<file path="config.mk">
export PLATFORM = sky130hd
export DESIGN_NAME = sdram_write_feeder_flat
export DESIGN_NICKNAME = d
export VERILOG_FILES = /design/src/rtl/sdram_write_feeder_pkg.sv /design/src/rtl/sdram_write_feeder_if.sv /design/src/rtl/sdram_write_feeder_fifo.sv /design/src/rtl/sdram_write_feeder.sv /design/src/flat_wrapper.sv
export SDC_FILE = /design/constraint.sdc
export NUM_CORES = 1
export LEC_CHECK = 0
export CORE_ASPECT_RATIO = 0.5
export CORE_MARGIN = 2
export CORE_UTILIZATION = 30
export CTS_BUF_LIST = sky130_fd_sc_hd__clkbuf_4 sky130_fd_sc_hd__clkbuf_8 sky130_fd_sc_hd__clkbuf_16
export DETAILED_ROUTE_END_ITERATION = 8
export PLACE_DENSITY = 0.58
export SETUP_SLACK_MARGIN = 0.05
export SKIP_LAST_GASP = 1
export SYNTH_ARGS = -nofsm -noshare
export SYNTH_HDL_FRONTEND = slang
export SYNTH_SLANG_ARGS = --single-unit
</file>
<file path="constraint.sdc">
create_clock -name clk -period 5.4 [get_ports clk]
set_input_delay 1.35 -clock clk [delete_from_list [all_inputs] [get_ports clk]]
set_output_delay 1.35 -clock clk [all_outputs]
set_load 0.01 [all_outputs]
</file>
<file path="src/rtl/sdram_write_feeder_pkg.sv">
// Shared definitions for the SDRAM write feeder and its FIFO.
// FIFO entries are {mask[3:0], data[31:0]}, mask active-high per byte.
package sdram_write_feeder_pkg;

   typedef logic [1:0] feed_state_t;

   localparam feed_state_t FEED_IDLE  = 2'd0;
   localparam feed_state_t FEED_FILL  = 2'd1;
   localparam feed_state_t FEED_DRAIN = 2'd2;
   localparam feed_state_t FEED_WAIT  = 2'd3;

   localparam int MASK_HI = 35;
   localparam int MASK_LO = 32;
   localparam int DATA_HI = 31;
   localparam int ENTRY_W = 36;

   typedef logic [ENTRY_W-1:0] entry_t;

   // A set byte select means "write this byte", so the SDRAM mask is its inverse.
   function automatic entry_t make_entry(
      input logic [3:0]  sel,
      input logic [31:0] dat
   );
      entry_t e;
      e = '0;
      e[MASK_HI:MASK_LO] = ~sel;
      e[DATA_HI:0] = dat;
      return e;
   endfunction

endpackage

</file>
<file path="src/rtl/sdram_write_feeder_if.sv">
// Wishbone slave bus carrying write cycles into the feeder.
// The master side drives the request; the slave returns ack.
interface sdram_write_feeder_if;

   logic        wbs_cyc_i;
   logic        wbs_stb_i;
   logic        wbs_we_i;
   logic [3:0]  wbs_sel_i;
   logic [31:0] wbs_adr_i;
   logic [31:0] wbs_dat_i;
   logic        wbs_ack_o;

   modport master (
      output wbs_cyc_i,
      output wbs_stb_i,
      output wbs_we_i,
      output wbs_sel_i,
      output wbs_adr_i,
      output wbs_dat_i,
      input  wbs_ack_o
   );

   modport slave (
      input  wbs_cyc_i,
      input  wbs_stb_i,
      input  wbs_we_i,
      input  wbs_sel_i,
      input  wbs_adr_i,
      input  wbs_dat_i,
      output wbs_ack_o
   );

endinterface

</file>
<file path="src/rtl/sdram_write_feeder_fifo.sv">
// Synchronous FIFO of mask/data entries with a registered read port.
// Read data only changes on an accepted pop and holds otherwise.
module sdram_sync_fifo
   import sdram_write_feeder_pkg::*;
#(
   parameter int DEPTH_BITS = 4
) (
   input  logic              clk,
   input  logic              rst,
   input  logic              wr,
   input  entry_t            wr_data,
   input  logic              rd,
   output entry_t            rd_data,
   output logic              full,
   output logic              empty,
   output logic [DEPTH_BITS:0] count
);

   localparam int DEPTH = 1 << DEPTH_BITS;
   localparam logic [DEPTH_BITS:0] DEPTH_CNT = (DEPTH_BITS + 1)'(DEPTH);

   entry_t                mem [DEPTH];
   logic [DEPTH_BITS-1:0] wr_ptr;
   logic [DEPTH_BITS-1:0] rd_ptr;
   logic                  push;
   logic                  pop;

   assign full  = (count == DEPTH_CNT);
   assign empty = (count == '0);
   assign push  = wr && !full;
   assign pop   = rd && !empty;

   // Storage array; contents need no reset since count guards every read.
   always_ff @(posedge clk) begin
      if (push) begin
         mem[wr_ptr] <= wr_data;
      end
   end

   // Pointers, occupancy and the registered read word.
   always_ff @(posedge clk) begin
      if (rst) begin
         wr_ptr  <= '0;
         rd_ptr  <= '0;
         count   <= '0;
         rd_data <= '0;
      end else begin
         if (push) begin
            wr_ptr <= wr_ptr + 1'b1;
         end
         if (pop) begin
            rd_ptr  <= rd_ptr + 1'b1;
            rd_data <= mem[rd_ptr];
         end
         if (push && !pop) begin
            count <= count + 1'b1;
         end else if (pop && !push) begin
            count <= count - 1'b1;
         end
      end
   end

endmodule

</file>
<file path="src/rtl/sdram_write_feeder.sv">
// Wishbone write front end feeding bursts to the SDRAM write stage.
// A burst runs while addresses stay contiguous; a gap closes it.
module sdram_write_feeder
   import sdram_write_feeder_pkg::*;
#(
   parameter int DEPTH_BITS = 4
) (
   input  logic                 clk,
   input  logic                 rst,
   sdram_write_feeder_if.slave  wbs,
   output logic                 en,
   output logic [21:0]          address,
   input  logic                 ready,
   output logic [35:0]          fifo_data,
   output logic                 fifo_empty,
   input  logic                 fifo_rd
);

   feed_state_t         state;
   logic                ack;
   logic [20:0]         next_adr;
   logic [20:0]         req_adr;
   logic                wr_req;
   logic                adr_hit;
   logic                push;
   entry_t              push_data;
   logic                fifo_full;
   logic [DEPTH_BITS:0] fifo_count;
   logic                unused_adr;

   assign req_adr    = wbs.wbs_adr_i[22:2];
   assign unused_adr = ^{wbs.wbs_adr_i[31:23], wbs.wbs_adr_i[1:0]};
   assign wr_req     = wbs.wbs_cyc_i && wbs.wbs_stb_i && wbs.wbs_we_i;
   assign adr_hit    = (req_adr == next_adr);
   assign push_data  = make_entry(wbs.wbs_sel_i, wbs.wbs_dat_i);

   // Ack low in the accept cycle gives the master a cycle to move on.
   assign push = (state == FEED_FILL) && wr_req && adr_hit
              && !fifo_full && !ack;

   assign en            = (state == FEED_FILL) || (state == FEED_DRAIN);
   assign wbs.wbs_ack_o = ack;

   sdram_sync_fifo #(
      .DEPTH_BITS (DEPTH_BITS)
   ) u_fifo (
      .clk     (clk),
      .rst     (rst),
      .wr      (push),
      .wr_data (push_data),
      .rd      (fifo_rd),
      .rd_data (fifo_data),
      .full    (fifo_full),
      .empty   (fifo_empty),
      .count   (fifo_count)
   );

   // Burst FSM: open on a write, fill while contiguous, drain, wait for idle.
   always_ff @(posedge clk) begin
      if (rst) begin
         state    <= FEED_IDLE;
         ack      <= 1'b0;
         address  <= '0;
         next_adr <= '0;
      end else begin
         ack <= push;
         unique case (state)
            FEED_IDLE: begin
               if (wr_req && ready) begin
                  address  <= {req_adr, 1'b0};
                  next_adr <= req_adr;
                  state    <= FEED_FILL;
               end
            end
            FEED_FILL: begin
               if (push) begin
                  next_adr <= next_adr + 1'b1;
               end else if (!wbs.wbs_cyc_i
                         || (wr_req && !adr_hit && !ack)) begin
                  state <= FEED_DRAIN;
               end
            end
            FEED_DRAIN: begin
               if (fifo_count == '0) begin
                  state <= FEED_WAIT;
               end
            end
            FEED_WAIT: begin
               if (ready) begin
                  state <= FEED_IDLE;
               end
            end
            default: begin
               state <= FEED_IDLE;
            end
         endcase
      end
   end

endmodule

</file>
<file path="src/flat_wrapper.sv">
// flat-port wrapper written by rule: the top's interface ports become plain ports
module sdram_write_feeder_flat import sdram_write_feeder_pkg::*;
#(
   parameter int DEPTH_BITS = 4
)
  (clk, rst, en, address, ready, fifo_data, fifo_empty, fifo_rd, wbs_wbs_cyc_i, wbs_wbs_stb_i, wbs_wbs_we_i, wbs_wbs_sel_i, wbs_wbs_adr_i, wbs_wbs_dat_i, wbs_wbs_ack_o);
  sdram_write_feeder_if wbs_i ();
  input  logic clk;
  input  logic rst;
  output logic en;
  output logic [21:0] address;
  input  logic ready;
  output logic [35:0] fifo_data;
  output logic fifo_empty;
  input  logic fifo_rd;
  input wire logic [$bits(wbs_i.wbs_cyc_i)-1:0] wbs_wbs_cyc_i;
  input wire logic [$bits(wbs_i.wbs_stb_i)-1:0] wbs_wbs_stb_i;
  input wire logic [$bits(wbs_i.wbs_we_i)-1:0] wbs_wbs_we_i;
  input wire logic [$bits(wbs_i.wbs_sel_i)-1:0] wbs_wbs_sel_i;
  input wire logic [$bits(wbs_i.wbs_adr_i)-1:0] wbs_wbs_adr_i;
  input wire logic [$bits(wbs_i.wbs_dat_i)-1:0] wbs_wbs_dat_i;
  output wire logic [$bits(wbs_i.wbs_ack_o)-1:0] wbs_wbs_ack_o;
  assign wbs_i.wbs_cyc_i = wbs_wbs_cyc_i;
  assign wbs_i.wbs_stb_i = wbs_wbs_stb_i;
  assign wbs_i.wbs_we_i = wbs_wbs_we_i;
  assign wbs_i.wbs_sel_i = wbs_wbs_sel_i;
  assign wbs_i.wbs_adr_i = wbs_wbs_adr_i;
  assign wbs_i.wbs_dat_i = wbs_wbs_dat_i;
  assign wbs_wbs_ack_o = wbs_i.wbs_ack_o;
  sdram_write_feeder #(.DEPTH_BITS(DEPTH_BITS)) u_core (.clk(clk), .rst(rst), .wbs(wbs_i), .en(en), .address(address), .ready(ready), .fifo_data(fifo_data), .fifo_empty(fifo_empty), .fifo_rd(fifo_rd));
endmodule
</file>
==> results.ini <==
[floorplanning]
coreArea_um2=86300
die_y_um=213
dieArea_um2=90100
die_w_um=422
rows=76
pin_count=136
start_util_pct=30.4

[yosys]
yosysMostFrequentCell=edfxtp_1
syn_inst=1405
synth_simple_gate_area_share_pct=4.71
yosysWarnings=0
seq_area_frac_synth_pct=73.0
synth_top_family_by_area=multiplexers
synth.top_cells.by_count=edfxtp_1 (576), mux4_2 (180), nand2_1 (151), dfxtp_1 (94), a21oi_1 (86)
synth_top_area_share_pct=65.9
synth-edff-count=576
synth_xor_xnor_area_share_pct=1.03
syn_area_um2=26300
async_flop_share_pct=0
synth_fa_ha_area_share_pct=0.791
synth_cell_type_count=60
ys.flop_type=edfxtp_1
synth_nets=1496
synthMuxAreaShare_pct=15.5
synth_seq_cells=670
syn_area_per_cell_um2=18.7
synth.area.top_cells=edfxtp_1 (66%), mux4_2 (15%), dfxtp_1 (7.2%), nand2_1 (2.2%), a21oi_1 (1.6%)
synth_top_cell_by_area=edfxtp_1
synth_compound_area_share_pct=3.25

[timing]
slew_viol_final=0
tightest_slew_ns=1.00
rsz0062_at_grt=no
whs_ns=0.453
period_minus_slack_ns=4.37
fmax_mhz=229
finalHoldViolCount=0
post-route-period-util_pct=80.9
setup_tns_ns=0
slew_headroom_pct=33.2
clock_skew_ns=0.0312
finalSetupViolations=0

[min_path]
hold_class=register to register
hp-start=u_core.u_fifo.rd_data[26]
hold_depth=2
hold_end=u_core.u_fifo.rd_data[26]

[setup_path]
cpPeakStageDelay_ns=0.49
crit_required_ns=5.86
cp-start-kind=input pin
cp_top_family=simple AND/OR/NAND/NOR gates
worstRegToRegCells=13
critPathMaxFanout=4
cp.arrival_ns=4.83
regToRegSetupSlack_ns=1.94
crit-reg2reg-launch=u_core.next_adr[15]
cp_common_cell=ha_1
path_buf_inv=2
worstReg2RegEnd=u_core.u_fifo.count[4]
slowest_stage=clkdlybuf4s50_1
crit_type=input pin to register
cp-end-kind=register
crit_chain=clkdlybuf4s50_1 > xor2_1 > nor4_1 > nand3_1 > nor4_4 > ha_1 > inv_1 > ha_1 > nor2b_1 > o21a_1 > or3_1 > a21oi_1 > xnor2_1 > nor2_1

[drt]
drc=0
dr_total_vias=13493
wirelength_um=61800
dr.pass1.iters=5
vias_per_cell=4.83
wl_per_cell_um=22.1
drtIter0Drc=1119
ant_nets=0

[layout]
num-nets-final=1658
synthToLayoutAreaGrowth_pct=19.7
drive_gt1_share_pct=23.2
design_area_um2=31400

[clock_network]
clk_latency_ns=0.62
cts_buffers=66
htree_levels=3
cts_setup_buffers=0
clock-sinks=670
cts.clk_slew.worst_paths_ns=0.06
hold_buffers=0
cts-root-buf=clkbuf_16
cts_tree=built
clockBufferDepth=3
cts_resized=0

[grt]
overflow=0
grt_max_degree=59
grt_use_total_pct=13.6
antenna_found_initial=4
grt_pass1_vias=13597
grt_pass1_wl_um=90600

[place]
dpl.hpwl_um=35600
port_buffers=123
dpl-instance-area_um2=29200
place.gp.congestion=0.733

[flow_run]
cap_viol_max_count=0

[pwr]
leakagePower_uw=0.00949
max-vdd-ir-drop_uv=196
p_per_area_nw_per_um2=344

[status]
status=completed

flip-flops by register name, indices dropped and copies added (netlist names):
| register | cells |
|---|---|
| u_core.address | 21 |
| u_core.next_adr | 21 |
| u_core.state | 2 |
| u_core.u_fifo.count | 5 |
| u_core.u_fifo.mem | 576 |
| u_core.u_fifo.rd_data | 36 |
| u_core.u_fifo.rd_ptr | 4 |
| u_core.u_fifo.wr_ptr | 4 |
| u_core.wbs.wbs_ack_o | 1 |
placed cells by master, fill, tap and decap left out, types with 15 or more instances in the layout:
master,synthesis,layout
a21oi_1,86,86
buf_4,2,50
clkbuf_16,0,68
clkdlybuf4s50_1,0,122
clkinv_1,2,17
dfxtp_1,94,90
edfxtp_1,576,576
ha_1,15,15
inv_1,17,16
mux4_2,180,180
nand2_1,151,151
nor2_1,38,26
xor2_1,20,20
worst max-delay path by stage:
stage / depth (start not counted) / end / startpoint / slack, ns
after floorplan: 6 / u_core.u_fifo.mem[4][0] / wbs_wbs_adr_i[20] / 0.77
after global placement: 14 / u_core.u_fifo.count[4] / wbs_wbs_adr_i[5] / 0.37
after detailed placement: 14 / u_core.u_fifo.count[4] / wbs_wbs_adr_i[5] / 0.39
after CTS: 14 / u_core.u_fifo.count[4] / wbs_wbs_adr_i[5] / 1.05
after global routing: 14 / u_core.u_fifo.count[4] / wbs_wbs_adr_i[17] / 0.80
final: 14 / u_core.u_fifo.count[4] / wbs_wbs_adr_i[17] / 1.03
worst register-to-register path: cells and delay by family, from the launching register on:
kind,cells,cell delay [ns]
and+or+nand+nor,6,1.60
buffers and inverters,1,0.11
DFF,1,0.43
xor gates and xnor gates,2,0.26
AOI/OAI and AO/OA,2,0.37
adders and majority gates,2,0.56
final cells by class:
type | count | area [µm²]
Sequential cell | 670 | 19200
Tap cell | 1170 | 1460
Clock inverter | 39 | 424
Antenna cell | 1 | 2.50
Fill cell | 8001 | 54900
Multi-Input combinational cell | 634 | 6790
Clock buffer | 82 | 1830
Inverter | 19 | 71.3
Timing Repair Buffer | 176 | 1680
power by group:
group          internal, µW  switching (µW)
sequential             5630            20.1
clock                  2730            2020
combinational           147             265
total                  8500            2300
through the flow:
stage | cells | total power (µW) | util [%] | worst slack [ns]
final | 2791 | 10800 | 36.4 | 1.03
after global routing | 2790 | 11100 | 36.4 | 0.798
after CTS | 2790 | 10900 | 36.4 | 1.05
after detailed placement | 2669 | 6180 | 33.8 | 0.389
after global placement | 2669 | 6160 | 33.8 | 0.368
after floorplan | 1405 | 5970 | - | 0.773
metal layers:
layer	up-vias	wire length (µm)	track usage [%]
met2	312	30700	23.3
met3	85	3130	2.74
met4	6	1210	3.50
li1	5961	-	-
met1	7129	26700	17.9
met5	-	32	0
cells by family after synthesis:
logic type | count (synthesis)
other | 1
AO/OA/AOI/OAI | 140
XOR/XNOR | 31
multiplexers | 182
buffers and inverters | 101
flip-flops | 670
AND/OR/NAND/NOR | 264
adder cells (fa/ha/maj) | 16
Power figures use the tool's default switching activity.
